`src/rtl/pc_stack_hs.sv`:
```
// Handshake-driven program counter with a return-address stack for CALL/RET.
// The fetch address is offered on pc_valid/pc_ready; one sequencing command is then taken on cmd_valid/cmd_ready.
//
// state    | meaning
// ---------+-----------------------------------------------------------
// S_RST    | held in or just out of reset; nothing offered, no command
// S_PRES   | pc_out offered to fetch, held stable until pc_ready
// S_WAIT   | waiting for the sequencing command for the fetched address
module pc_stack_hs #(
    parameter int WIDTH    = 8,
    parameter int STEP     = 1,
    parameter int DEPTH    = 4,
    parameter int RST_ADDR = 0
) (
    input  logic                         clk,
    input  logic                         rst,
    output logic [WIDTH-1:0]             pc_out,
    output logic                         pc_valid,
    input  logic                         pc_ready,
    input  logic                         cmd_valid,
    output logic                         cmd_ready,
    input  logic [2:0]                   cmd_op,
    input  logic [WIDTH-1:0]             cmd_arg,
    output logic [$clog2(DEPTH+1)-1:0]   stk_count,
    output logic                         err_ovf,
    output logic                         err_unf,
    input  logic                         err_clr
);

    localparam int CW = $clog2(DEPTH + 1);
    localparam int IW = (DEPTH > 1) ? $clog2(DEPTH) : 1;

    localparam logic [CW-1:0]    FULL   = CW'(DEPTH);
    localparam logic [CW-1:0]    ONE_C  = CW'(1);
    localparam logic [WIDTH-1:0] STEP1  = WIDTH'(STEP);
    localparam logic [WIDTH-1:0] STEP2  = WIDTH'(2 * STEP);
    localparam logic [WIDTH-1:0] RST_PC = WIDTH'(RST_ADDR);

    localparam logic [1:0] S_RST  = 2'd0;
    localparam logic [1:0] S_PRES = 2'd1;
    localparam logic [1:0] S_WAIT = 2'd2;

    localparam logic [2:0] OP_SEQ  = 3'b000;
    localparam logic [2:0] OP_JMP  = 3'b010;
    localparam logic [2:0] OP_BRR  = 3'b011;
    localparam logic [2:0] OP_CALL = 3'b100;
    localparam logic [2:0] OP_RET  = 3'b101;
    localparam logic [2:0] OP_SKIP = 3'b110;

    logic [1:0]       state;
    logic [WIDTH-1:0] pc;
    logic [WIDTH-1:0] stack [0:(1<<IW)-1];

    logic [WIDTH-1:0] seq_pc;
    logic [WIDTH-1:0] pc_nxt;
    logic [CW-1:0]    top_cnt;
    logic             accept;
    logic             do_push;
    logic             do_pop;
    logic             ovf_hit;
    logic             unf_hit;

    assign pc_out    = pc;
    assign pc_valid  = (state == S_PRES);
    assign cmd_ready = (state == S_WAIT);
    assign accept    = cmd_ready && cmd_valid;
    assign seq_pc    = pc + STEP1;
    assign top_cnt   = stk_count - ONE_C;

    always_comb begin
        pc_nxt  = pc;
        do_push = 1'b0;
        do_pop  = 1'b0;
        ovf_hit = 1'b0;
        unf_hit = 1'b0;
        case (cmd_op)
            OP_SEQ:  pc_nxt = seq_pc;
            OP_JMP:  pc_nxt = cmd_arg;
            OP_BRR:  pc_nxt = pc + cmd_arg;
            OP_SKIP: pc_nxt = pc + STEP2;
            OP_CALL: begin
                pc_nxt = cmd_arg;
                if (stk_count == FULL) ovf_hit = 1'b1;
                else                   do_push = 1'b1;
            end
            OP_RET: begin
                // An empty-stack return falls through to the next address.
                if (stk_count == '0) begin
                    pc_nxt  = seq_pc;
                    unf_hit = 1'b1;
                end else begin
                    pc_nxt = stack[top_cnt[IW-1:0]];
                    do_pop = 1'b1;
                end
            end
            default: pc_nxt = pc;
        endcase
    end

    always_ff @(posedge clk) begin
        if (rst) begin
            state     <= S_RST;
            pc        <= RST_PC;
            stk_count <= '0;
            err_ovf   <= 1'b0;
            err_unf   <= 1'b0;
        end else begin
            case (state)
                S_RST:   state <= S_PRES;
                S_PRES:  if (pc_ready) state <= S_WAIT;
                S_WAIT:  if (cmd_valid) state <= S_PRES;
                default: state <= S_RST;
            endcase
            if (accept) begin
                pc <= pc_nxt;
                if (do_push) stk_count <= stk_count + ONE_C;
                if (do_pop)  stk_count <= stk_count - ONE_C;
            end
            // A new error wins over a coincident clear.
            err_ovf <= (err_ovf && !err_clr) || (accept && ovf_hit);
            err_unf <= (err_unf && !err_clr) || (accept && unf_hit);
        end
    end

    always_ff @(posedge clk) begin
        if (!rst && accept && do_push)
            stack[stk_count[IW-1:0]] <= seq_pc;
    end

endmodule

```
`config.mk`:
```
export PLATFORM = sky130hd
export DESIGN_NAME = pc_stack_hs
export DESIGN_NICKNAME = d
export VERILOG_FILES = /design/src/rtl/pc_stack_hs.sv
export SDC_FILE = /design/constraint.sdc
export NUM_CORES = 1
export LEC_CHECK = 0
export CAP_MARGIN = 40
export CORE_MARGIN = 1.5
export CORE_UTILIZATION = 45
export CTS_CLUSTER_DIAMETER = 60
export CTS_CLUSTER_SIZE = 30
export DETAILED_ROUTE_END_ITERATION = 16
export GPL_TIMING_DRIVEN = 0
export PLACE_DENSITY = 0.66
export SYNTH_ARGS = -nofsm -noshare
export SYNTH_HDL_FRONTEND = slang
export SYNTH_SLANG_ARGS = --single-unit
```
`constraint.sdc`:
```
create_clock -name clk -period 4.35 [get_ports clk]
set_input_delay 1.305 -clock clk [delete_from_list [all_inputs] [get_ports clk]]
set_output_delay 1.305 -clock clk [all_outputs]
set_load 0.005 [all_outputs]
```
# Word level (Yosys, flattened, before mapping)
# Memory sizes are Yosys's and may differ from the RTL's.
# Index checks and enable logic that the tools add are counted.
dict set report word_totals {
  regBits 15
  ram_bits 32
  in_bits 16
  elab_cells 58
  n_memories 1
}
dict set report op_classes {
  add_sub_neg 5
  n_eq_ne 10
  mux 17
  n_reduce_logical 20
}
# name depth word_bits rd rd_ports_with_merged_regs wr line_no
set memory_table {}
lappend memory_table {stack 4 8 1 0 1 52} ;# logic [WIDTH-1:0] stack [0:(1<<IW)-1];
# operator count
set op_table {}
lappend op_table {{$pmux W8 S5} 1}
lappend op_table {{$eq A3 B3 Y1 const B} 4}
lappend op_table {{$mux W1} 10}
lappend op_table {{$add A8 B1 Y8 const B} 1}
lappend op_table {{$add A8 B2 Y8 const B} 1}
lappend op_table {{$add A8 B8 Y8} 1}
lappend op_table {{$mux W8} 1}
lappend op_table {{$logic_and A1 B1 Y1} 7}
lappend op_table {{$eq A3 B2 Y1 const B} 2}
lappend op_table {{$logic_not A3 Y1} 2}
lappend op_table {{$mux W3} 2}
lappend op_table {{$pmux W2 S3} 1}
lappend op_table {{$reduce_and A2 Y1} 3}
lappend op_table {{$reduce_bool A5 Y1} 1}
lappend op_table {{$mux W2} 2}
lappend op_table {{$add A3 B1 Y3 const B} 1}
lappend op_table {{$sub A3 B1 Y3 const B} 1}
lappend op_table {{$eq A2 B1 Y1 const B} 1}
lappend op_table {{$eq A2 B2 Y1 const B} 1}
lappend op_table {{$logic_not A1 Y1} 2}
lappend op_table {{$logic_not A2 Y1} 1}
lappend op_table {{$logic_or A1 B1 Y1} 2}
lappend op_table {{$ne A2 B1 Y1 const B} 1}
lappend op_table {{$ne A2 B2 Y1 const B} 1}
lappend op_table {{2 further kinds} 2}

# Depth between registers and ports, before layout
# Gate-level depths: netlist of the first run.
dict set report logic_depth {
  depth_word 6
  depth_mapped 9
  mapped_depth_nobuf 8
}

# Worst setup path after synthesis of the first run
# No wires, ideal clock.
dict set report synth_path {
  kind {input to register}
  start {in cmd_op[2]}
  end {mem stack[0][0], enable pin}
  setup_time_ns 0.332
  arrival_ns 2.550
  t_required_ns 4.018
  setup_slack_ns 1.468
  cell_stages 5
  cell_sequence {buf_2 > nand2b_4 > or2_2 > a2111oi_2 > and2_1}
}
dict set report synth_via {
  elab_chain_len 5
}
# item line_no
set synth_rtl {}
lappend synth_rtl {{start, declared} 22} ;# input logic [2:0] cmd_op,
lappend synth_rtl {{$eq A3 B3 Y1} 76} ;# case (cmd_op)
lappend synth_rtl {{$mux W1} 76}
lappend synth_rtl {{$logic_and A1 B1 Y1} 126} ;# if (!rst && accept && do_push)
lappend synth_rtl {{$mux W1} 126}
lappend synth_rtl {{$mux W1 (implied by the code)} 127} ;# stack[stk_count[IW-1:0]] <= seq_pc;
lappend synth_rtl {{end, declared} 52}
# No other way between the ends.

# Worst setup path in the final report of the first run
dict set report layout_path {
  start {in cmd_op[1]}
  end {mem stack[2][2], enable pin}
}
# The elaborated chain is that of the path after synthesis.

==> run metrics, run 1 <==
Startpoint Class input pin; synthesized instance count between 200 and 250; flop and latch count out of synthesis between 40 and 50; Required @ worst endpoint 4.30 ns; status completed; LEAKAGE around 1.1 nW; pin slew with the least headroom to its limit 0.661 ns; Distinct cells, synth between 50 and 60; Worst Setup End Kind flop; Max Cap Violations 0; final hold violation count 0; min Tclk post-route between 3 and 4 ns; r2r setup slk 1.98 ns; drt first pass iters 4; vias in the first global route slightly below 2000; layout net count slightly above 300; CTS root buf clkbuf_8; number of synthesized flops with an enable pin 32; Starting Density a little under half; final setup violation count 0; gr ovfl total 0; DIE AREA 6600 um^2; Die W ~80 um; Max IR drop VDD 0.000188 V; Placement Rows 28; Slew Limit Fails 0; power per cell area around 260 nW/um^2; wire per inst about 17 um; yosys warns 0; Final GP Congestion about 0.80; CTS Buffer Depth 2; synthesized area 2760 um^2; Detailed Route Iter0 Violations between 150 and 200; DRC 0; Final Cycle Share slightly below 80%; most frequent cells in the layout edfxtp_1, clkdlybuf4s50_1, nor2_1, nand2_1, dfxtp_1; Yosys top cell by area edfxtp_1; num ports 31; Worst-path clk slew around 0.1 ns; detailed-route via count around 2000; Worst Clk Skew approximately 0.0099 ns; RSZ-0062 raised after global routing no; WL final slightly below 6000 um; Antenna Violating Nets Remaining 0; syn avg cell area approximately 11 um^2; Layout Area Growth over Synthesis 16.9%; Antenna Cells 0; Num CTS Buffers 5; top cells by area, synth edfxtp_1, dfxtp_1, mux4_2; # Post-CTS Setup Buffers 0; hold crit path type reg2reg; Max-slew headroom 55.9%; CP max-delay cell clkdlybuf4s50_1; fmax 293 MHz; worst path cell trace clkdlybuf4s50_1 > nand2b_4 > or2_2 > a2111oi_2 > and2_1; crit path max fanout 8; Sink Count 47; Std-Cell Core Area just under 6000 um^2; hold bufs inserted after CTS 0; Worst EP arrival around 3.4 ns; H-tree levels 2; hold_ws around 0.49 ns; Die Height a little over 80 um; Main synth FF type edfxtp_1; Seq/Total Area, Yosys a little under half; largest net degree at the start of global routing 17; CTS tree done; initial antenna violation count 0; clock latency on the worst-skew pair roughly 0.30 ns; WS Path Type in2reg; final core utilization between 50% and 60%; cts repair resizes 0; final setup TNS 0 ns; fraction of registers with async set/reset 0%; top-area cell type share of the netlist area a little over a third; commonest non-fill, non-tap cell in the layout edfxtp_1; Via density between 5 and 6; GRT Total Usage 19.9%; dpl hpwl around 4400 um; Net Count, Synth 275; port buffer count 28; share of cells above drive strength 1 approximately 11%; first-pass GRT wire length approximately 10000 um; slowest cell delay on critical path between 0.5 and 0.6 ns
report_power, final:
| group | switching, mW | total, mW | internal, mW |
|---|---|---|---|
| sequential | 0.00509 | 0.481 | 0.476 |
| combinational | 0.0459 | 0.0886 | 0.0427 |
| clock | 0.160 | 0.277 | 0.117 |
registers in the layout (all words and copies together) (netlist names):
register	count
stack	32
state	2
pc_out	8
err_ovf	1
stk_count	3
err_unf	1
layer usage:
metal | global-route usage (%) | vias to the layer above | wire, um
li1 | - | 997 | -
met1 | 26.6 | 982 | 2790
met2 | 33.7 | 31 | 2970
met3 | 3.37 | 2 | 149
met4 | 4.66 | 0 | 25
met5 | 0 | - | 0
final timing paths:
| path | to | startpoint | cells past startpoint |
|---|---|---|---|
| setup / recovery | stack[2][2] | cmd_op[1] | 5 |
| hold / removal | err_ovf | err_ovf | 2 |
| setup reg to reg | stack[2][2] | stk_count[0] | 5 |
| hold reg to reg | err_ovf | err_ovf | 2 |
layout make-up:
| cell class | instances | area, um^2 |
|---|---|---|
| Buffer | 9 | 50.0 |
| Timing Repair Buffer | 28 | 280 |
| Clock buffer | 5 | 68.8 |
| Multi-Input combinational cell | 175 | 1400 |
| Clock inverter | 3 | 22.5 |
| Tap cell | 75 | 93.8 |
| Fill cell | 517 | 2700 |
| Sequential cell | 47 | 1260 |
| Inverter | 13 | 48.8 |
logic make-up (layout without fill, tap and decap cells):
group	Yosys count	count (layout)	synth area share [%]
multiplexers	11	11	7.63
AND/OR/NAND/NOR	68	68	12.8
AO/OA/AOI/OAI	64	64	17.5
adder cells (fa/ha/maj)	15	15	7.08
flip-flops	47	47	45.8
buffers and inverters	22	58	3.59
XOR/XNOR	17	17	5.67
cell usage after synthesis (3+ instances only):
library cell	number
a211oi_1	5
a21oi_1	9
a221oi_1	5
a22oi_1	3
and2_1	5
buf_2	4
dfxtp_1	15
edfxtp_1	32
ha_1	14
inv_1	13
mux2i_1	3
mux4_2	8
nand2_1	16
nand2b_1	3
nand3_1	8
nor2_1	17
nor2b_1	5
o211ai_1	3
o21ai_0	7
o21bai_1	4
xnor2_1	10
xor2_1	6
critical path, delay by kind of cell:
family,cells,cell delay [ns]
simple gates,3,1.07
compound gates,1,0.42
buf+inv,1,0.58
per-stage QoR:
stage	total power [mW]	worst slack, ns	instances	instance area [um^2]
6_report	0.846	0.932	355	3220
5_1_grt	0.887	0.824	355	3220
4_1_cts	0.857	0.926	355	3220
2_1_floorplan	0.544	1.47	244	2760
3_3_place_gp	0.579	0.622	347	3130
3_5_place_dp	0.579	0.613	347	3130
No activity file was read; power rests on OpenSTA's default activity.
==> run 2: changes to the inputs <==
==> constraint.sdc (replaced) <==
create_clock -name clk -period 3.2 [get_ports clk]
set_input_delay 0.96 -clock clk [delete_from_list [all_inputs] [get_ports clk]]
set_output_delay 0.96 -clock clk [all_outputs]
set_load 0.005 [all_outputs]
==> results of run 2 <==
Same layout as run 1 (identical final DEF). Status: completed.
Among the figures that moved: setup slack after placement 0.613 ns -> -0.192 ns; setup slack after layout 0.932 ns -> 0.127 ns; register-to-register setup slack 1.98 ns -> 0.83 ns; total power 0.846 mW -> 1.15 mW; worst IR drop on VDD 0.000188 V -> 0.000255 V
==> run 3: changes to the inputs <==
--- a/config.mk
+++ b/config.mk
@@ -9,7 +9,7 @@
 export CORE_MARGIN = 1.5
 export CORE_UTILIZATION = 45
 export CTS_CLUSTER_DIAMETER = 60
-export CTS_CLUSTER_SIZE = 30
+export CTS_CLUSTER_SIZE = 40
 export DETAILED_ROUTE_END_ITERATION = 16
 export GPL_TIMING_DRIVEN = 0
 export PLACE_DENSITY = 0.66
==> results of run 3 <==
Same layout as run 1 (identical final DEF). Status: completed.
Among the figures that moved: setup slack after placement 0.613 ns -> -0.192 ns; setup slack after layout 0.932 ns -> 0.127 ns; register-to-register setup slack 1.98 ns -> 0.83 ns; total power 0.846 mW -> 1.15 mW; worst IR drop on VDD 0.000188 V -> 0.000255 V
